==> config.mk <==
export PLATFORM = sky130hd
export DESIGN_NAME = sp_ctrl_flat
export DESIGN_NICKNAME = d
export VERILOG_FILES = /design/src/rtl/sp_pkg.sv /design/src/rtl/sp_ctrl_if.sv /design/src/rtl/sp_bound_chk.sv /design/src/rtl/sp_ctrl.sv /design/src/flat_wrapper.sv
export SDC_FILE = /design/constraint.sdc
export NUM_CORES = 1
export LEC_CHECK = 0
export CAP_MARGIN = 0
export CORE_UTILIZATION = 45
export CTS_CLUSTER_SIZE = 40
export DETAILED_ROUTE_END_ITERATION = 8
export DONT_BUFFER_PORTS = 1
export GPL_ROUTABILITY_DRIVEN = 1
export GPL_TIMING_DRIVEN = 0
export PLACE_DENSITY_LB_ADDON = 0.08
export SLEW_MARGIN = 0
export SYNTH_ARGS = -nofsm -noshare
export SYNTH_HDL_FRONTEND = slang
export SYNTH_SLANG_ARGS = --single-unit
==> constraint.sdc <==
create_clock -name clk -period 6.7 [get_ports clk]
set_input_delay 1.005 -clock clk [delete_from_list [all_inputs] [get_ports clk]]
set_output_delay 1.005 -clock clk [all_outputs]
set_load 0.02 [all_outputs]
==> src/rtl/sp_pkg.sv <==
// Shared op-code constants and controller state type for the stack-pointer controller.
package sp_pkg;

  localparam logic [2:0] SP_OP_HOLD    = 3'b000;
  localparam logic [2:0] SP_OP_INC2    = 3'b001;
  localparam logic [2:0] SP_OP_DEC2    = 3'b010;
  localparam logic [2:0] SP_OP_INC1    = 3'b011;
  localparam logic [2:0] SP_OP_DEC1    = 3'b100;
  localparam logic [2:0] SP_OP_LOAD    = 3'b101;
  localparam logic [2:0] SP_OP_SAVE    = 3'b110;
  localparam logic [2:0] SP_OP_RESTORE = 3'b111;

  typedef enum logic {
    NORMAL = 1'b0,
    FAULT  = 1'b1
  } sp_state_e;

endpackage

==> src/rtl/sp_ctrl_if.sv <==
// Operation/status bundle between a stack-pointer controller and its requester.
interface sp_ctrl_if #(
  parameter int ADDR_W = 32
) ();

  logic [2:0]        op;
  logic [ADDR_W-1:0] load_val;
  logic              err_clr;
  logic [ADDR_W-1:0] sp;
  logic              ovf;
  logic              udf;
  logic              fault;
  logic              err_pulse;

  modport master (
    output op, load_val, err_clr,
    input  sp, ovf, udf, fault, err_pulse
  );

  modport slave (
    input  op, load_val, err_clr,
    output sp, ovf, udf, fault, err_pulse
  );

endinterface

==> src/rtl/sp_bound_chk.sv <==
// Range check of a widened SP candidate; bit ADDR_W flags carry (increment) or borrow (decrement).
module sp_bound_chk #(
  parameter int ADDR_W = 32
) (
  input  logic [ADDR_W:0]   cand_i,
  input  logic              dec_i,
  input  logic [ADDR_W-1:0] lo_i,
  input  logic [ADDR_W-1:0] hi_i,
  output logic              ovf_o,
  output logic              udf_o
);

  // Classify the candidate against the legal window [lo_i, hi_i]
  always_comb begin
    ovf_o = 1'b0;
    udf_o = 1'b0;
    if (cand_i[ADDR_W]) begin
      if (dec_i) begin
        ovf_o = 1'b1;
      end else begin
        udf_o = 1'b1;
      end
    end else if (cand_i[ADDR_W-1:0] < lo_i) begin
      ovf_o = 1'b1;
    end else if (cand_i[ADDR_W-1:0] > hi_i) begin
      udf_o = 1'b1;
    end else begin
      ovf_o = 1'b0;
      udf_o = 1'b0;
    end
  end

endmodule

==> src/rtl/sp_ctrl.sv <==
// Bounded stack-pointer controller with sticky error flags and a NORMAL/FAULT state machine.
// Define SP_CTRL_SHADOW_EN to add a one-entry shadow register for ops 110/111.
module sp_ctrl
  import sp_pkg::*;
#(
  parameter int                ADDR_W   = 32,
  parameter logic [ADDR_W-1:0] SP_RESET = 32'h000F_FFFF,
  parameter logic [ADDR_W-1:0] SP_LIMIT = 32'h0000_0000
) (
  input logic       clk,
  input logic       Rst,
  sp_ctrl_if.slave  bus
);

  localparam logic [ADDR_W:0] ONE_X = {{ADDR_W{1'b0}}, 1'b1};
  localparam logic [ADDR_W:0] TWO_X = {{(ADDR_W-1){1'b0}}, 2'b10};

  sp_state_e         state_q, state_d;
  logic [ADDR_W-1:0] sp_q, sp_d;
  logic              ovf_q, ovf_d;
  logic              udf_q, udf_d;
  logic              pulse_q, pulse_d;
  logic [ADDR_W:0]   cand_s;
  logic              dec_s;
  logic              chk_en_s;
  logic              chk_ovf_s;
  logic              chk_udf_s;
  logic              viol_s;
`ifdef SP_CTRL_SHADOW_EN
  logic [ADDR_W-1:0] shadow_q, shadow_d;
`endif

  // Candidate next SP per op; chk_en_s marks ops that would move SP
  always_comb begin
    cand_s   = {1'b0, sp_q};
    dec_s    = 1'b0;
    chk_en_s = 1'b0;
    case (bus.op)
      SP_OP_INC2: begin cand_s = {1'b0, sp_q} + TWO_X; chk_en_s = 1'b1; end
      SP_OP_DEC2: begin cand_s = {1'b0, sp_q} - TWO_X; dec_s = 1'b1; chk_en_s = 1'b1; end
      SP_OP_INC1: begin cand_s = {1'b0, sp_q} + ONE_X; chk_en_s = 1'b1; end
      SP_OP_DEC1: begin cand_s = {1'b0, sp_q} - ONE_X; dec_s = 1'b1; chk_en_s = 1'b1; end
      SP_OP_LOAD: begin cand_s = {1'b0, bus.load_val}; chk_en_s = 1'b1; end
`ifdef SP_CTRL_SHADOW_EN
      SP_OP_RESTORE: begin cand_s = {1'b0, shadow_q}; chk_en_s = 1'b1; end
`endif
      default: begin
        cand_s   = {1'b0, sp_q};
        chk_en_s = 1'b0;
      end
    endcase
  end

  sp_bound_chk #(.ADDR_W(ADDR_W)) u_bound_chk (
    .cand_i (cand_s),
    .dec_i  (dec_s),
    .lo_i   (SP_LIMIT),
    .hi_i   (SP_RESET),
    .ovf_o  (chk_ovf_s),
    .udf_o  (chk_udf_s)
  );

  assign viol_s = chk_en_s & (chk_ovf_s | chk_udf_s);

  // Next-state and datapath decisions; FAULT freezes SP until err_clr
  always_comb begin
    state_d = state_q;
    sp_d    = sp_q;
    ovf_d   = ovf_q;
    udf_d   = udf_q;
    pulse_d = 1'b0;
`ifdef SP_CTRL_SHADOW_EN
    shadow_d = shadow_q;
`endif
    case (state_q)
      NORMAL: begin
        if (viol_s) begin
          state_d = FAULT;
          ovf_d   = ovf_q | chk_ovf_s;
          udf_d   = udf_q | chk_udf_s;
          pulse_d = 1'b1;
        end else if (chk_en_s) begin
          sp_d = cand_s[ADDR_W-1:0];
        end else begin
          sp_d = sp_q;
        end
`ifdef SP_CTRL_SHADOW_EN
        if (bus.op == SP_OP_SAVE) begin
          shadow_d = sp_q;
        end else begin
          shadow_d = shadow_q;
        end
`endif
      end
      FAULT: begin
        if (bus.err_clr) begin
          state_d = NORMAL;
          ovf_d   = 1'b0;
          udf_d   = 1'b0;
        end else begin
          state_d = FAULT;
        end
      end
      default: state_d = NORMAL;
    endcase
  end

  // State register; synchronous reset dominates everything, err_clr included
  always_ff @(posedge clk) begin
    if (Rst) begin
      state_q <= NORMAL;
      sp_q    <= SP_RESET;
      ovf_q   <= 1'b0;
      udf_q   <= 1'b0;
      pulse_q <= 1'b0;
    end else begin
      state_q <= state_d;
      sp_q    <= sp_d;
      ovf_q   <= ovf_d;
      udf_q   <= udf_d;
      pulse_q <= pulse_d;
    end
  end

`ifdef SP_CTRL_SHADOW_EN
  // Shadow copy of SP, empty-stack value out of reset
  always_ff @(posedge clk) begin
    if (Rst) begin
      shadow_q <= SP_RESET;
    end else begin
      shadow_q <= shadow_d;
    end
  end
`endif

  assign bus.sp        = sp_q;
  assign bus.ovf       = ovf_q;
  assign bus.udf       = udf_q;
  assign bus.fault     = (state_q == FAULT);
  assign bus.err_pulse = pulse_q;

endmodule

==> src/flat_wrapper.sv <==
// flat-port wrapper written by rule: the top's interface ports become plain ports
module sp_ctrl_flat import sp_pkg::*;
#(
  parameter int                ADDR_W   = 32,
  parameter logic [ADDR_W-1:0] SP_RESET = 32'h000F_FFFF,
  parameter logic [ADDR_W-1:0] SP_LIMIT = 32'h0000_0000
)
  (clk, Rst, bus_op, bus_load_val, bus_err_clr, bus_sp, bus_ovf, bus_udf, bus_fault, bus_err_pulse);
  sp_ctrl_if #(.ADDR_W(ADDR_W)) bus_i ();
  input logic clk;
  input logic Rst;
  input wire logic [$bits(bus_i.op)-1:0] bus_op;
  input wire logic [$bits(bus_i.load_val)-1:0] bus_load_val;
  input wire logic [$bits(bus_i.err_clr)-1:0] bus_err_clr;
  output wire logic [$bits(bus_i.sp)-1:0] bus_sp;
  output wire logic [$bits(bus_i.ovf)-1:0] bus_ovf;
  output wire logic [$bits(bus_i.udf)-1:0] bus_udf;
  output wire logic [$bits(bus_i.fault)-1:0] bus_fault;
  output wire logic [$bits(bus_i.err_pulse)-1:0] bus_err_pulse;
  assign bus_i.op = bus_op;
  assign bus_i.load_val = bus_load_val;
  assign bus_i.err_clr = bus_err_clr;
  assign bus_sp = bus_i.sp;
  assign bus_ovf = bus_i.ovf;
  assign bus_udf = bus_i.udf;
  assign bus_fault = bus_i.fault;
  assign bus_err_pulse = bus_i.err_pulse;
  sp_ctrl #(.ADDR_W(ADDR_W), .SP_RESET(SP_RESET), .SP_LIMIT(SP_LIMIT)) u_core (.clk(clk), .Rst(Rst), .bus(bus_i));
endmodule
# [Word level (Yosys, flattened, before mapping)]
# Index checks and enable logic that the tools add are counted.
[classes] magnitude_cmp=2 reduce_logical=5 n_addsub=4 muxes=18 bitwise_logic=6 eq_ne=7
[op_table] op="$pmux W33 S5" n=1
[op_table] op="$add A32 B1 Y33 const B" n=1
[op_table] op="$add A32 B2 Y33 const B" n=1
[op_table] op="$sub A32 B1 Y33 const B" n=1
[op_table] op="$sub A32 B2 Y33 const B" n=1
[op_table] op="$gt A32 B20 Y1 const B" n=1
[op_table] op="$lt A32 B1 Y1 const B" n=1
[op_table] op="$mux W1" n=14
[op_table] op="$eq A3 B2 Y1 const B" n=2
[op_table] op="$eq A3 B3 Y1 const B" n=2
[op_table] op="$pmux W1 S2" n=3
[op_table] op="$reduce_or A5 Y1" n=1
[op_table] op="$reduce_or A2 Y1" n=2
[op_table] op="$eq A3 B1 Y1 const B" n=1
[op_table] op="$or A1 B1 Y1" n=3
[op_table] op="$reduce_and A3 Y1" n=1
[op_table] op="$ne A2 B1 Y1 const B" n=1
[op_table] op="$ne A2 B2 Y1 const B" n=1
[op_table] op="$not A1 Y1" n=2
[op_table] op="$reduce_and A2 Y1" n=1
[op_table] op="$and A1 B1 Y1" n=1
[totals] wordCells=47 register_bits=36 output_inout_bits=36 inputBits=38

# [Logic depth before layout (Yosys ltp)]
[depth] depth_word=10 ltp_mapped=19 depth_no_buf=15

# [By module]
# Synthesis repeated with hierarchy kept, for this count alone.
[hier_totals] hier_cells=1054 hier_area_um2=7349.5
[modules_own_cells] module="sp_ctrl" cells_each=826 seq_area_each_um2=720.7 instances=1 area_each_um2=5749.3
[modules_own_cells] module="sp_bound_chk" cells_each=228 seq_area_each_um2=0.0 instances=1 area_each_um2=1600.3

# [Worst setup path after synthesis]
# No wires, ideal clock.
[synth_path] path_kind="in2reg" startpoint="input bus_op[1]" endpoint="register u_core.sp_q[0] (netlist: u_core.bus.sp[0])" path_buffers=2 arrival_time_ps=5297 path_slack_ps=1283 path_stages=16 t_required_ps=6580 setup_ps=120 cell_sequence="clkbuf_1 > clkbuf_1 > nand2_1 > inv_1 > ha_1 > a21oi_1 > o221ai_1 > a21o_1 > a221o_1 > a221oi_1 > a21boi_0 > mux2i_1 > a211oi_1 > o211ai_1 > o41a_1 > a211o_1"
[synth_via] elab_chain_cells=10 elab_cells_between_ends=23 cone_classes="order compare (2); eq/ne (5); mux (10); bitwise (3); reduce/logical (3)"
[synth_rtl] item="start: declaration" line="flat_wrapper.sv:12" text="input wire logic [$bits(bus_i.op)-1:0] bus_op;"
[synth_rtl] item="$eq A3 B3 Y1 (tied with other cells)" line="sp_ctrl.sv:38" text="case (bus.op)"
[synth_rtl] item="$pmux W33 S5" line="sp_ctrl.sv:38"
[synth_rtl] item="$gt A32 B20 Y1" line="sp_bound_chk.sv:25" text="end else if (cand_i[ADDR_W-1:0] > hi_i) begin"
[synth_rtl] item="$mux W1" line="sp_bound_chk.sv:25"
[synth_rtl] item="$mux W1" line="sp_bound_chk.sv:23" text="end else if (cand_i[ADDR_W-1:0] < lo_i) begin"
[synth_rtl] item="$mux W1" line="sp_bound_chk.sv:17" text="if (cand_i[ADDR_W]) begin"
[synth_rtl] item="$or A1 B1 Y1" line="sp_ctrl.sv:63" text="assign viol_s = chk_en_s & (chk_ovf_s | chk_udf_s);"
[synth_rtl] item="$and A1 B1 Y1" line="sp_ctrl.sv:63"
[synth_rtl] item="$not A1 Y1 (no line)"
[synth_rtl] item="$reduce_and A3 Y1 (no line)"
[synth_rtl] item="end signal: assignment" line="sp_ctrl.sv:118" text="sp_q <= sp_d;"
[synth_rtl] item="end: declaration" line="sp_ctrl.sv:19" text="logic [ADDR_W-1:0] sp_q, sp_d;"
# Several ways; a longest one is shown, not always the timed one.
# A chain may end at the register's enable or synchronous reset.

# [Final worst setup path]
[layout_path] startpoint="input bus_op[1]" endpoint="register u_core.sp_q[19] (netlist: u_core.bus.sp[19])"
# The elaborated chain is that of the path after synthesis.

==> key figures <==
Floorplan
  • Die extent in x: 115 um
  • Starting density of the core: about 46%
  • # IOs: 74
  • Site row count: 41
  • Die footprint: 0.0133 mm2
  • Die span in y: around 120 um
  • CORE AREA: 0.0126 mm2

Logic synthesis
  • Share of the synthesized area in compound gates (AO/OA/AOI/OAI): 33.9%
  • Number of enable flip-flop cells after synthesis: 0
  • Netlist Area Pre-Place: approximately 0.0058 mm2
  • Adder-cell area share of the yosys netlist: 13.9%
  • Share of the synthesized area in the top cell type: 13.2%
  • Synthesized area divided by synthesized cell count: just over 7 um2
  • Post-synthesis async set-or-reset flop share: 0%
  • Syn. warnings: 0
  • Post-synthesis cell type count: 74
  • Leading cell type by number of instances after synthesis: sky130_fd_sc_hd__a21oi_1
  • Synth top area cells: sky130_fd_sc_hd__ha_1 13%, sky130_fd_sc_hd__dfxtp_1 12%, sky130_fd_sc_hd__a21oi_1 8.9%, sky130_fd_sc_hd__nand2_1 5.4%, sky130_fd_sc_hd__nor2_1 4.9%
  • Combinational family with the most area after synthesis: compound AO/OA/AOI/OAI gates
  • Share of cell area taken by muxes after synthesis: 4.37%
  • Net count of the mapped netlist: 915
  • Cell type with the highest aggregate area in the netlist: sky130_fd_sc_hd__ha_1
  • Register area share after synthesis: 12.5%
  • Flop and latch count out of synthesis: 36
  • Most used standard cells in the synthesized netlist: 103 x sky130_fd_sc_hd__a21oi_1, 83 x sky130_fd_sc_hd__nand2_1, 76 x sky130_fd_sc_hd__nor2_1
  • XOR/XNOR Fraction of Synth Area: 7.27%
  • Cells after Synth: a little over 800
  • Simple-gate share of the synthesized area: 23.3%
  • Primary flip-flop cell chosen by synthesis mapping: sky130_fd_sc_hd__dfxtp_1

Setup path
  • Setup crit start kind: primary input
  • Path type of the worst setup path: primary input to register
  • Critical Path AT: ~6500 ps
  • Worst path slowest cell: sky130_fd_sc_hd__or3_1
  • Origin of the worst setup path: bus_op[1]
  • Reg-to-reg startpoint: u_core.bus.sp[1]
  • Required time at the endpoint of the critical path: 6900 ps
  • Cell-by-cell listing of the critical path: clkbuf_1, nor2_1, nand2_1, clkinvlp_4, ha_1, buf_2, nand4_1, or3_1, a211oi_1, nor3_1, o41ai_1, xor2_1, a22o_1, a2111oi_0, nand4_1, nor3_2, buf_4, mux2i_1
  • Library cell appearing most often on the critical path: sky130_fd_sc_hd__nand4_1
  • Worst-path maximum fanout: 16
  • Critical Path End Type: register
  • Largest incremental delay on the critical path: 490 ps

Clock network
  • Clock tree buffer depth: 2
  • Root buffer selected by CTS: sky130_fd_sc_hd__clkbuf_16
  • Number of buffers created by CTS: 5
  • Clock Latency Late Sink: between 200 and 300 ps
  • CTS clock-pin slew for the worst setup and hold paths: 50 ps
  • Number of sinks handled by clock tree synthesis: 36
  • H-tree depth: 2
  • TritonCTS clock tree: yes
  • Post-CTS Hold Fix Bufs: 0

STA
  • Maximum clock frequency: 0.159 GHz
  • Worst Clk Skew: 11.9 ps
  • Sum of negative setup slack: 0 ps
  • Worst slew margin relative to its limit: 49.8%
  • Slew at the pin closest to its max-slew limit: 754 ps
  • Period Utilization, post-route: between 90 and 100%
  • Final Hold Violating Endpoints: 0
  • RSZ-0062 raised after global routing: false
  • Final-report max-slew violation count: 0
  • Worst hold slack after final layout: ~650 ps
  • Total setup violations reported at the end of the flow: 0
  • Min cycle time layout: 6270 ps

Final layout
  • Final instance count without filler cells: 1002
  • Share of the core filled with cells: 49.5%
  • Post-synthesis to final-layout area growth: 7.55%
  • Proportion of layout cells with a drive suffix above 1: 7.71%
  • Nets: 930
  • Total inserted antenna cells: 0

Place
  • Number of cells in the design after placement: 986
  • Half-perimeter wire length after detailed placement: 17300 um
  • Gpl congestion: 0.971
  • Port-buffer cells: 0

Worst hold path
  • Hold Path Class: register to register
  • Hold Path Origin: u_core.bus.udf

Pwr
  • Worst vdd ir: ~0.10 mV
  • Pwr dens: 166 mW/mm2
  • Leak Pwr: 2.45 nW

Outcome
  • Run status: finished clean

Flow run
  • Max Cap Viol: 0

Routing
  • Average routed wire per standard cell: 21.8 um
  • TritonRoute pass-1 iters: 5
  • Residual antenna-violating net count after detailed routing: 0
  • Iter 0 DRT Violations: roughly 630
  • Number of remaining DRC errors: 0
  • Vias: 6465
  • Total Routed Length: 21900 um
  • Mean number of vias per cell: around 6.5

Global route
  • Maximum number of pins on one net before global-route repair: 32
  • Via count of the first global-routing pass: 5801
  • GRT Resource Usage Total: around a third
  • GRT Residual Overflow: 0
  • Antenna violations before repair: 0
  • First-pass GRT wire length: 32500 um
[worst paths after layout]
path,endpoint,slack (ps),cells past startpoint
worst max-delay path,u_core.bus.sp[19],430,18
worst min-delay path,u_core.bus.udf,650,2
worst min register to register,u_core.bus.udf,650,2
worst max register to register,u_core.bus.sp[19],1850,14
[metal layers]
metal  up-vias  global-route usage [%]  routed length (um)
met2       269                    47.6                9410
met1      3059                    48.4               10300
li1       3110                       -                   -
met3        27                    5.22                1860
met5         -                       0                   0
met4         0                    6.67                 263
[metrics by stage]
stage | area [um2] | total power [mW] | worst slack [ps]
after floorplan | 5780 | 0.634 | 1280
after global placement | 6000 | 0.757 | -260
after detailed placement | 6000 | 0.761 | -371
after CTS | 6150 | 1.01 | 250
after global routing | 6220 | 1.08 | 39.8
final | 6220 | 1.03 | 426
[state kept, by name (all words and copies together) (netlist names)]
register,flops
u_core.bus.udf,1
u_core.bus.ovf,1
u_core.bus.sp,32
u_core.bus.err_pulse,1
u_core.bus.fault,1
[critical path: cells and delay by family]
family          cells  cell delay (ps)
simple gates        7             2170
buf+inv             4             1240
fa+ha+maj           1              420
compound gates      4             1300
xor+xnor            1              150
mux                 1              210
[cell type report]
type / instances / area [um2]
tap: 172 / 215
fill: 1328 / 6350
clock inverter: 2 / 13.8
timing repair inverter: 2 / 15.0
inverter: 15 / 63.8
buffer: 49 / 221
timing repair buffer: 6 / 45.0
clock buffer: 6 / 139
sequential: 36 / 721
multi-input combinational: 714 / 4780
[power by group]
group | leakage, nW | total, mW | switching (mW) | internal [mW]
Clock | 0.0772 | 0.254 | 0.105 | 0.149
Combinational | 2.08 | 0.520 | 0.330 | 0.191
Sequential | 0.293 | 0.257 | 0.0323 | 0.224
Total | 2.45 | 1.03 | 0.467 | 0.564
[logic make-up after synthesis]
kind of cell / Yosys count
mux: 25
simple gates: 277
buf+inv: 64
flops: 36
compound gates: 301
xor+xnor: 48
fa+ha+maj: 63
[cells in the final DEF (no fill, tap or decap), types with 5 or more instances in the layout]
| cell type | netlist | layout |
|---|---|---|
| sky130_fd_sc_hd__nand2b_1 | 8 | 8 |
| sky130_fd_sc_hd__o21ai_1 | 6 | 6 |
| sky130_fd_sc_hd__nor2b_1 | 5 | 5 |
| sky130_fd_sc_hd__nor3b_1 | 12 | 12 |
| sky130_fd_sc_hd__or3_1 | 6 | 6 |
| sky130_fd_sc_hd__a31oi_1 | 10 | 10 |
| sky130_fd_sc_hd__o2111ai_1 | 6 | 6 |
| sky130_fd_sc_hd__a21boi_0 | 6 | 6 |
| sky130_fd_sc_hd__nand4_1 | 23 | 23 |
| sky130_fd_sc_hd__o21ai_0 | 50 | 50 |
| sky130_fd_sc_hd__dfxtp_1 | 36 | 36 |
| sky130_fd_sc_hd__o211ai_1 | 11 | 11 |
| sky130_fd_sc_hd__buf_4 | 4 | 10 |
| sky130_fd_sc_hd__or2_2 | 6 | 6 |
| sky130_fd_sc_hd__buf_2 | 17 | 17 |
| sky130_fd_sc_hd__inv_1 | 15 | 13 |
| sky130_fd_sc_hd__nand3_1 | 15 | 15 |
| sky130_fd_sc_hd__a2111oi_0 | 5 | 5 |
| sky130_fd_sc_hd__a21o_1 | 18 | 18 |
| sky130_fd_sc_hd__and2_1 | 6 | 6 |
| sky130_fd_sc_hd__clkbuf_1 | 28 | 27 |
| sky130_fd_sc_hd__ha_1 | 61 | 61 |
| sky130_fd_sc_hd__o21bai_1 | 5 | 5 |
| sky130_fd_sc_hd__nor2_1 | 76 | 76 |
| sky130_fd_sc_hd__nand2_1 | 83 | 83 |
| sky130_fd_sc_hd__o221ai_1 | 8 | 8 |
| sky130_fd_sc_hd__xor2_1 | 25 | 25 |
| sky130_fd_sc_hd__o21a_1 | 7 | 7 |
| sky130_fd_sc_hd__a21oi_1 | 103 | 103 |
| sky130_fd_sc_hd__nor3_1 | 20 | 20 |
| sky130_fd_sc_hd__a211oi_1 | 12 | 12 |
| sky130_fd_sc_hd__xnor2_1 | 23 | 23 |
| sky130_fd_sc_hd__o22ai_1 | 6 | 6 |
| sky130_fd_sc_hd__mux2i_1 | 23 | 23 |
| sky130_fd_sc_hd__clkbuf_16 | 0 | 5 |
[repair_timing]
item / CTS / global route
setup endpoints to repair: 30 / 32
resized for setup: 1 / 5
gates cloned: 0 / 2
setup buffers: 0 / 6
(Power assumes the default switching activity.)
